[config.mk]
export PLATFORM = sky130hd
export DESIGN_NAME = pixel_readout_receiver
export DESIGN_NICKNAME = d
export VERILOG_FILES = /design/src/rtl/pixel_rx_pkg.sv /design/src/rtl/dout_clk_sync.sv /design/src/rtl/pixel_readout_receiver.sv
export SDC_FILE = /design/constraint.sdc
export NUM_CORES = 1
export LEC_CHECK = 0
export CORE_MARGIN = 4
export CORE_UTILIZATION = 50
export CTS_CLUSTER_SIZE = 20
export DETAILED_ROUTE_END_ITERATION = 10
export GPL_ROUTABILITY_DRIVEN = 0
export PLACE_DENSITY = 0.76
export RECOVER_POWER = 25
export REMOVE_ABC_BUFFERS = 1
export SETUP_SLACK_MARGIN = 0.05
export SKIP_LAST_GASP = 1
export SYNTH_ARGS = -nofsm -noshare
export SYNTH_HDL_FRONTEND = slang
export SYNTH_HIERARCHICAL = 1
export SYNTH_SLANG_ARGS = --single-unit
[constraint.sdc]
create_clock -name SYSTEM_CLK -period 1.7 [get_ports SYSTEM_CLK]
set_input_delay 0.255 -clock SYSTEM_CLK [delete_from_list [all_inputs] [get_ports SYSTEM_CLK]]
set_output_delay 0.255 -clock SYSTEM_CLK [all_outputs]
set_load 0.01 [all_outputs]
[src/rtl/pixel_rx_pkg.sv]
// rtl/pixel_rx_pkg.sv - shared state type and sizing helpers for the pixel readout receiver
// Contents:
//   rx_state_t     receiver FSM states
//   words_per_row  DATA_OUT words needed to fill one row
//   cnt_width      counter width for a modulus n, never less than 1 bit
package pixel_rx_pkg;

  typedef enum logic {
    WAIT_SYNC = 1'b0,
    RECEIVE   = 1'b1
  } rx_state_t;

  function automatic int words_per_row(input int width, input int bus_pixels);
    return width / bus_pixels;
  endfunction

  function automatic int cnt_width(input int n);
    return (n <= 2) ? 1 : $clog2(n);
  endfunction

endpackage

[src/rtl/dout_clk_sync.sv]
// rtl/dout_clk_sync.sv - DATA_OUT_CLK strobe synchronizer with aligned data capture
// Ports:
//   clk        system clock, rising edge
//   resetn     synchronous active-low reset
//   strobe     asynchronous word strobe
//   data       pixel word, stable around each strobe rise
//   word_evt   one-cycle pulse per strobe rise, two edges after it is first sampled
//   word_data  word aligned with word_evt
module dout_clk_sync #(
  parameter int DW = 16
) (
  input  logic          clk,
  input  logic          resetn,
  input  logic          strobe,
  input  logic [DW-1:0] data,
  output logic          word_evt,
  output logic [DW-1:0] word_data
);

  logic          s1, s2, s3;
  logic [DW-1:0] d1, d2;

  always_ff @(posedge clk) begin
    if (!resetn) begin
      s1 <= 1'b0;
      s2 <= 1'b0;
      s3 <= 1'b0;
      d1 <= '0;
      d2 <= '0;
    end else begin
      s1 <= strobe;
      s2 <= s1;
      s3 <= s2;
      // data follows the same two stages as the strobe, so d2 is the word that s2 saw
      d1 <= data;
      d2 <= d1;
    end
  end

  assign word_evt  = s2 & ~s3;
  assign word_data = d2;

endmodule

[src/rtl/pixel_readout_receiver.sv]
// rtl/pixel_readout_receiver.sv - reassembles DATA_OUT words into rows with a valid/ready output
// Ports:
//   SYSTEM_CLK, SYSTEM_RESET   clock and synchronous active-low reset
//   DATA_OUT_CLK, DATA_OUT     asynchronous word strobe and pixel word
//   FRAME_SYNC                 next word is row 0, col 0
//   ERR_CLEAR                  clears OVERFLOW and FRAME_ERROR
//   ROW_DATA, ROW_INDEX        held row and its row number
//   ROW_VALID, ROW_READY       row handshake
//   FRAME_DONE                 pulse after the last row of a frame is assembled
//   OVERFLOW, FRAME_ERROR      sticky error flags
module pixel_readout_receiver
  import pixel_rx_pkg::*;
#(
  parameter int WIDTH                  = 2,
  parameter int HEIGHT                 = 2,
  parameter int OUTPUT_BUS_PIXEL_WIDTH = 2,
  parameter int BIT_DEPTH              = 8,
  localparam int WORD_W = OUTPUT_BUS_PIXEL_WIDTH * BIT_DEPTH,
  localparam int ROW_W  = WIDTH * BIT_DEPTH,
  localparam int WPR    = words_per_row(WIDTH, OUTPUT_BUS_PIXEL_WIDTH),
  localparam int WC_W   = cnt_width(WPR),
  localparam int RC_W   = cnt_width(HEIGHT)
) (
  input  logic              SYSTEM_CLK,
  input  logic              SYSTEM_RESET,
  input  logic              DATA_OUT_CLK,
  input  logic [WORD_W-1:0] DATA_OUT,
  input  logic              FRAME_SYNC,
  input  logic              ERR_CLEAR,
  output logic [ROW_W-1:0]  ROW_DATA,
  output logic [RC_W-1:0]   ROW_INDEX,
  output logic              ROW_VALID,
  input  logic              ROW_READY,
  output logic              FRAME_DONE,
  output logic              OVERFLOW,
  output logic              FRAME_ERROR
);

  logic              word_evt;
  logic [WORD_W-1:0] word_data;

  dout_clk_sync #(.DW(WORD_W)) u_sync (
    .clk       (SYSTEM_CLK),
    .resetn    (SYSTEM_RESET),
    .strobe    (DATA_OUT_CLK),
    .data      (DATA_OUT),
    .word_evt  (word_evt),
    .word_data (word_data)
  );

  rx_state_t        state_q, state_d;
  logic [WC_W-1:0]  word_cnt, wc_d, wr_word;
  logic [RC_W-1:0]  row_cnt, rc_d, wr_row, done_idx;
  logic [ROW_W-1:0] asm_buf;
  logic             active, wr_en, row_last, frame_last, err_set, row_done;

  // FRAME_SYNC is applied before the word event, so a coincident word lands at row 0, col 0
  always_comb begin
    state_d    = state_q;
    wc_d       = word_cnt;
    rc_d       = row_cnt;
    active     = (state_q == RECEIVE);
    wr_en      = 1'b0;
    wr_word    = '0;
    wr_row     = '0;
    row_last   = 1'b0;
    frame_last = 1'b0;
    err_set    = 1'b0;
    if (FRAME_SYNC) begin
      if (state_q == RECEIVE && (word_cnt != '0 || row_cnt != '0)) err_set = 1'b1;
      state_d = RECEIVE;
      wc_d    = '0;
      rc_d    = '0;
      active  = 1'b1;
    end
    if (word_evt && active) begin
      wr_en   = 1'b1;
      wr_word = wc_d;
      wr_row  = rc_d;
      if (wc_d == WC_W'(WPR - 1)) begin
        row_last = 1'b1;
        wc_d     = '0;
        if (rc_d == RC_W'(HEIGHT - 1)) begin
          frame_last = 1'b1;
          rc_d       = '0;
          state_d    = WAIT_SYNC;
        end else begin
          rc_d = rc_d + RC_W'(1);
        end
      end else begin
        wc_d = wc_d + WC_W'(1);
      end
    end
  end

  always_ff @(posedge SYSTEM_CLK) begin
    if (!SYSTEM_RESET) begin
      state_q     <= WAIT_SYNC;
      word_cnt    <= '0;
      row_cnt     <= '0;
      asm_buf     <= '0;
      row_done    <= 1'b0;
      done_idx    <= '0;
      ROW_DATA    <= '0;
      ROW_INDEX   <= '0;
      ROW_VALID   <= 1'b0;
      FRAME_DONE  <= 1'b0;
      OVERFLOW    <= 1'b0;
      FRAME_ERROR <= 1'b0;
    end else begin
      state_q    <= state_d;
      word_cnt   <= wc_d;
      row_cnt    <= rc_d;
      row_done   <= row_last;
      FRAME_DONE <= frame_last;
      if (row_last) done_idx <= wr_row;
      for (int w = 0; w < WPR; w++) begin
        if (wr_en && wr_word == WC_W'(w)) asm_buf[w*WORD_W +: WORD_W] <= word_data;
      end
      // Hold register is free if empty or being drained this very cycle
      if (row_done && (!ROW_VALID || ROW_READY)) begin
        ROW_DATA  <= asm_buf;
        ROW_INDEX <= done_idx;
        ROW_VALID <= 1'b1;
      end else if (ROW_VALID && ROW_READY) begin
        ROW_VALID <= 1'b0;
      end
      // A new error outranks a coincident clear
      if (row_done && ROW_VALID && !ROW_READY) OVERFLOW <= 1'b1;
      else if (ERR_CLEAR)                      OVERFLOW <= 1'b0;
      if (err_set)        FRAME_ERROR <= 1'b1;
      else if (ERR_CLEAR) FRAME_ERROR <= 1'b0;
    end
  end

endmodule

==> run metrics, run 1 <==
vias in the first global route=1629; Max Cap Viol=0; post-DP HPWL=2850 µm; skew final=0.00763 ns; CP bufs+invs=1; grt ovf=0; worst-margin pin slew=0.484 ns; R2R setup slack=0.46 ns; fmax=0.662 GHz; Initial DRT Pass Iterations=4; Cell Pwr Density=1100 mW/mm²; area grow syn2layout=27.3%; delay-heaviest family, CP=buffers and inverters; Die Span Y=80.1 µm; hold crit path type=in2reg; multi-input logic area=946 µm²; Mapped Cells=256; Nets=320; via count=1784; initial antenna violation count=0; Post-Synth Adder-Cell Area=0%; CP required=1.44 ns; Worst Setup End Kind=output pin; clock buffer count from CTS=9; final WL=4510 µm; min Tclk post-route=1.51 ns; Synth top area share=59.3%; Remaining DRCs=0; Rows=25; final core occ=67.7%; CP Max Fanout=2; Routed WL per cell=12.2 µm; largest net degree at the start of global routing=71; global-route wire length before repair=7390 µm; post-synthesis sequential area ratio=59.3%; routed vias/inst=4.82; Seq. cell area=0.00154 mm²; crit share post-route=88.9%; cells along the critical path=clkdlybuf4s50_1; DIE AREA=0.00641 mm²; root buffer cell=clkbuf_8; Synth Area in XOR/XNOR=0%; GRT Util Overall=15.5%; H-tree levels=3; outcome=completed; chip width=80.1 µm; final worst slack=0.189 ns; mux contribution to synthesized area=6.94%; antenna cells=0; worst vdd ir=652 µV; layout cell share with drive strength beyond 1=19.5%; Antenna Nets Post-Route=0; startpoint types=flip-flop; Final Setup Violations=0; final hold viol count=0; Initial DRC Count=107; Simple-Gate Fraction of Synth Area=20.9%; Fill cells=395; Mapped Area=0.00260 mm²; RSZ-0062 raised after global routing=no; Synth Area in Compound Gates=8.57%; crit-path max cell delay=0.55 ns; Setup TNS Final=0 ns; post-synthesis register bit count=77; clock sink count=77; port bufs=42; Starting Density=53.2%; CP Class=reg2out; Most used DFF post-synth=dfxtp_1; EDFF count, synth=0; Leak Pwr=1.22 nW; slew margin rel.=67.7%; pre-CTS setup slack=0.101 ns; Slowest-stage cell, CP=clkdlybuf4s50_1; CTS max path bufs=2; cell taking the most area after synthesis=dfxtp_1; Ports=43; core footprint=0.00488 mm²; ys async rst share=0%; Critical Path AT=1.26 ns; fin. max-slew vios=0; Cell variety after synth=25; CTS tree=done; Syn Area/Cell=10.1 µm²; total power=3.63 mW; Synth area leaders=dfxtp_1, and2_2, mux2i_1; cts repair resizes=0; Ys Warns=6; cts hold-fix bufs=0; # Post-CTS Setup Buffers=0; largest family of logic cells by synthesized area=simple AND/OR/NAND/NOR gates; CTS clk-pin slew, worst paths=0.07 ns; Clock Latency Late Sink=0.34 ns
-- final timing paths --
check / startpoint / cells past startpoint / endpoint
setup / recovery: ROW_DATA[1]$_SDFFE_PN0P_ / 1 / ROW_DATA[1]
hold / removal: SYSTEM_RESET / 4 / asm_buf[0]$_SDFFE_PN0P_
setup reg to reg: u_sync/s2$_SDFF_PN0_ / 4 / asm_buf[10]$_SDFFE_PN0P_
hold reg to reg: u_sync/word_data[4]$_SDFF_PN0_ / 2 / asm_buf[4]$_SDFFE_PN0P_
-- cell type report --
class	instances	area share [%]
flip-flops and latches	77	46.6
clock inverters	7	3.44
inverters	3	0.341
well taps	67	2.54
clock buffers	9	3.75
repair buffers	48	14.7
multi-input cells	159	28.6
-- layout by cell type, fill, tap and decap left out, types with 4 or more instances in the layout --
cell             synthesis  layout
dfxtp_1                 77      77
nand3_1                 17      17
and2_2                  35      35
nand2_1                 34      34
dlygate4sd3_1            0      13
clkdlybuf4s50_1          0      28
mux2i_1                 18      18
clkbuf_8                 0       9
a21oi_1                 21      21
buf_4                    0       4
nor2_1                   4       4
o21ai_0                 18      18
-- layer usage --
| metal | up-vias | wire length, µm | GRT usage [%] |
|---|---|---|---|
| met5 | - | 0 | 0 |
| met4 | 0 | 82 | 8.61 |
| met3 | 8 | 345 | 7.06 |
| met2 | 46 | 2050 | 23.8 |
| met1 | 806 | 2030 | 17.8 |
| li1 | 924 | - | - |
-- cells in the mapped netlist, drive strengths merged (3+ instances only) --
library cell  number
a21oi             21
and2              35
buf                8
clkbuf             9
dfxtp             77
inv                3
mux2i             18
nand2             34
nand3             17
nor2               4
nor2b              3
o21ai             19
-- through the flow --
step	area [µm²]	instances	hold WS, ns
detailed placement	3070	354	0.433
global route	3310	370	0.423
finish	3310	370	0.414
CTS	3310	370	0.406
global placement	3070	354	0.426
floorplan	2500	239	0.328
-- sequential cells by signal, summed over array words and instances, names as in the netlist, 16 cells and up --
signal	flops
ROW_DATA	16
asm_buf	16
u_sync/d1	16
u_sync/word_data	16
-- where the power goes --
group	internal, mW	switching, mW
clock network	0.969	0.645
registers	1.85	0.0131
logic	0.0871	0.0649
-- cells by family (layout without fill, tap and decap cells) --
group | after synthesis | count (layout)
simple gates | 98 | 98
flops | 77 | 77
compound gates | 43 | 43
buf+inv | 20 | 67
mux | 18 | 18
Power figures use the tool's default switching activity.
==> run 2: changes to the inputs <==
Settings changed: CTS_CLUSTER_DIAMETER set to 200.
Clock period 1.7 ns to 1.85 ns, I/O delays scaled along.
==> run metrics, run 2 (synthesis results as in run 1) <==
worst vdd ir=664 µV; final hold viol count=0; Die Span Y=80.1 µm; fin. max-slew vios=0; routed vias/inst=4.93; vias in the first global route=1737; hold crit path type=in2reg; grt ovf=0; final worst slack=0.314 ns; initial antenna violation count=0; H-tree levels=3; most common cell after layout, fill and taps aside=dfxtp_1; cts repair resizes=0; antenna cells=0; CP bufs+invs=1; Initial DRT Pass Iterations=4; DIE AREA=0.00641 mm²; Fill cells=430; clock sink count=77; area grow syn2layout=24.9%; crit share post-route=83.0%; Cell Pwr Density=947 mW/mm²; fmax=0.651 GHz; Final Setup Violations=0; Post-Layout Inst Area=0.00324 mm²; RSZ-0062 raised after global routing=no; commonest cells after routing, fill and taps aside=dfxtp_1, clkdlybuf4s50_1, and2_2; FF-to-FF path depth=4; global-route wire length before repair=7940 µm; port bufs=42; clock buffer count from CTS=9; Worst setup startpoint=ROW_DATA[7]$_SDFFE_PN0P_; Starting Density=53.2%; CP required=1.57 ns; Area after DPL=0.00306 mm²; Initial DRC Count=100; Clock Latency Late Sink=0.34 ns; core footprint=0.00488 mm²; WP depth=1; final WL=4570 µm; slew margin rel.=44.3%; post-DP HPWL=2980 µm; Nets=320; CTS max path bufs=2; Routed WL per cell=12.4 µm; RR Startpoint=u_sync/s2$_SDFF_PN0_; chip width=80.1 µm; outcome=completed; skew final=0.00713 ns; Critical Path AT=1.26 ns; CP Class=reg2out; Antenna Nets Post-Route=0; CTS clk-pin slew, worst paths=0.07 ns; Remaining DRCs=0; Worst Setup End Kind=output pin; delay-heaviest family, CP=buffers and inverters; Ports=43; R2R Path End=asm_buf[4]$_SDFFE_PN0P_; cells along the critical path=clkdlybuf4s50_1; CP Max Fanout=2; R2R setup slack=0.47 ns; largest net degree at the start of global routing=31; Slowest-stage cell, CP=clkdlybuf4s50_1; Hold WS=0.303 ns; min Tclk post-route=1.54 ns; cts hold-fix bufs=0; pre-CTS setup slack=0.198 ns; Max Cap Viol=0; Worst Setup EP=ROW_DATA[7]; CTS tree=done; worst-margin pin slew=0.836 ns; root buffer cell=clkbuf_8; layout cell share with drive strength beyond 1=18.5%; crit-path max cell delay=0.55 ns; startpoint types=flip-flop; # Post-CTS Setup Buffers=0; Rows=25; via count=1824; Setup TNS Final=0 ns; Leak Pwr=1.18 nW; GRT Util Overall=16.1%
==> run 2: changes by cell type in the layout (fill, tap and decap cells not counted) <==
cell and delta:
clkbuf_8 +1, clkinv_2 -1, dlygate4sd3_1 -10, buf_12 -1
clkinvlp_4 +1, clkdlybuf4s50_1 +10, clkbuf_1 +3, bufinv_16 -2
clkinv_4 -1
==> run 2: per-stage QoR <==
step,utilization [%],cells,power [mW]
floorplan,-,239,1.81
global placement,62.6,354,1.89
detailed placement,62.6,354,1.89
CTS,66.6,370,3.11
global route,66.5,370,3.19
finish,66.5,370,3.07
==> run 2: report_power, final <==
part	internal [mW]	switching [mW]
combinational	0.0804	0.0613
clock	0.656	0.563
sequential	1.70	0.0116
total	2.43	0.636
==> run 2: worst min-delay path by stage <==
stage / start / to / cells after the start
floorplan: FRAME_SYNC / word_cnt$_SDFF_PP0_ / 1
global placement: u_sync/word_data[10]$_SDFF_PN0_ / asm_buf[10]$_SDFFE_PN0P_ / 2
detailed placement: u_sync/d1[6]$_SDFF_PN0_ / u_sync/word_data[6]$_SDFF_PN0_ / 1
CTS: SYSTEM_RESET / asm_buf[7]$_SDFFE_PN0P_ / 3
global route: SYSTEM_RESET / asm_buf[12]$_SDFFE_PN0P_ / 3
finish: SYSTEM_RESET / asm_buf[10]$_SDFFE_PN0P_ / 3
==> run 2: final cells by class <==
type	count	area, µm²	share of cell area [%]
flip-flops and latches	77	1540	47.5
multi-input cells	159	946	29.2
repair buffers	48	469	14.5
clock buffers	12	145	4.47
well taps	67	83.8	2.58
clock inverters	4	47.5	1.47
inverters	3	11.3	0.347
==> run 2: per-layer routing <==
metal / GRT usage (%) / vias up / share of wire (%)
met5: 0 / - / 0
met2: 26.3 / 48 / 48
met3: 7.06 / 10 / 6.2
li1: - / 930 / -
met1: 19.0 / 836 / 44
met4: 5.07 / 0 / 1.6
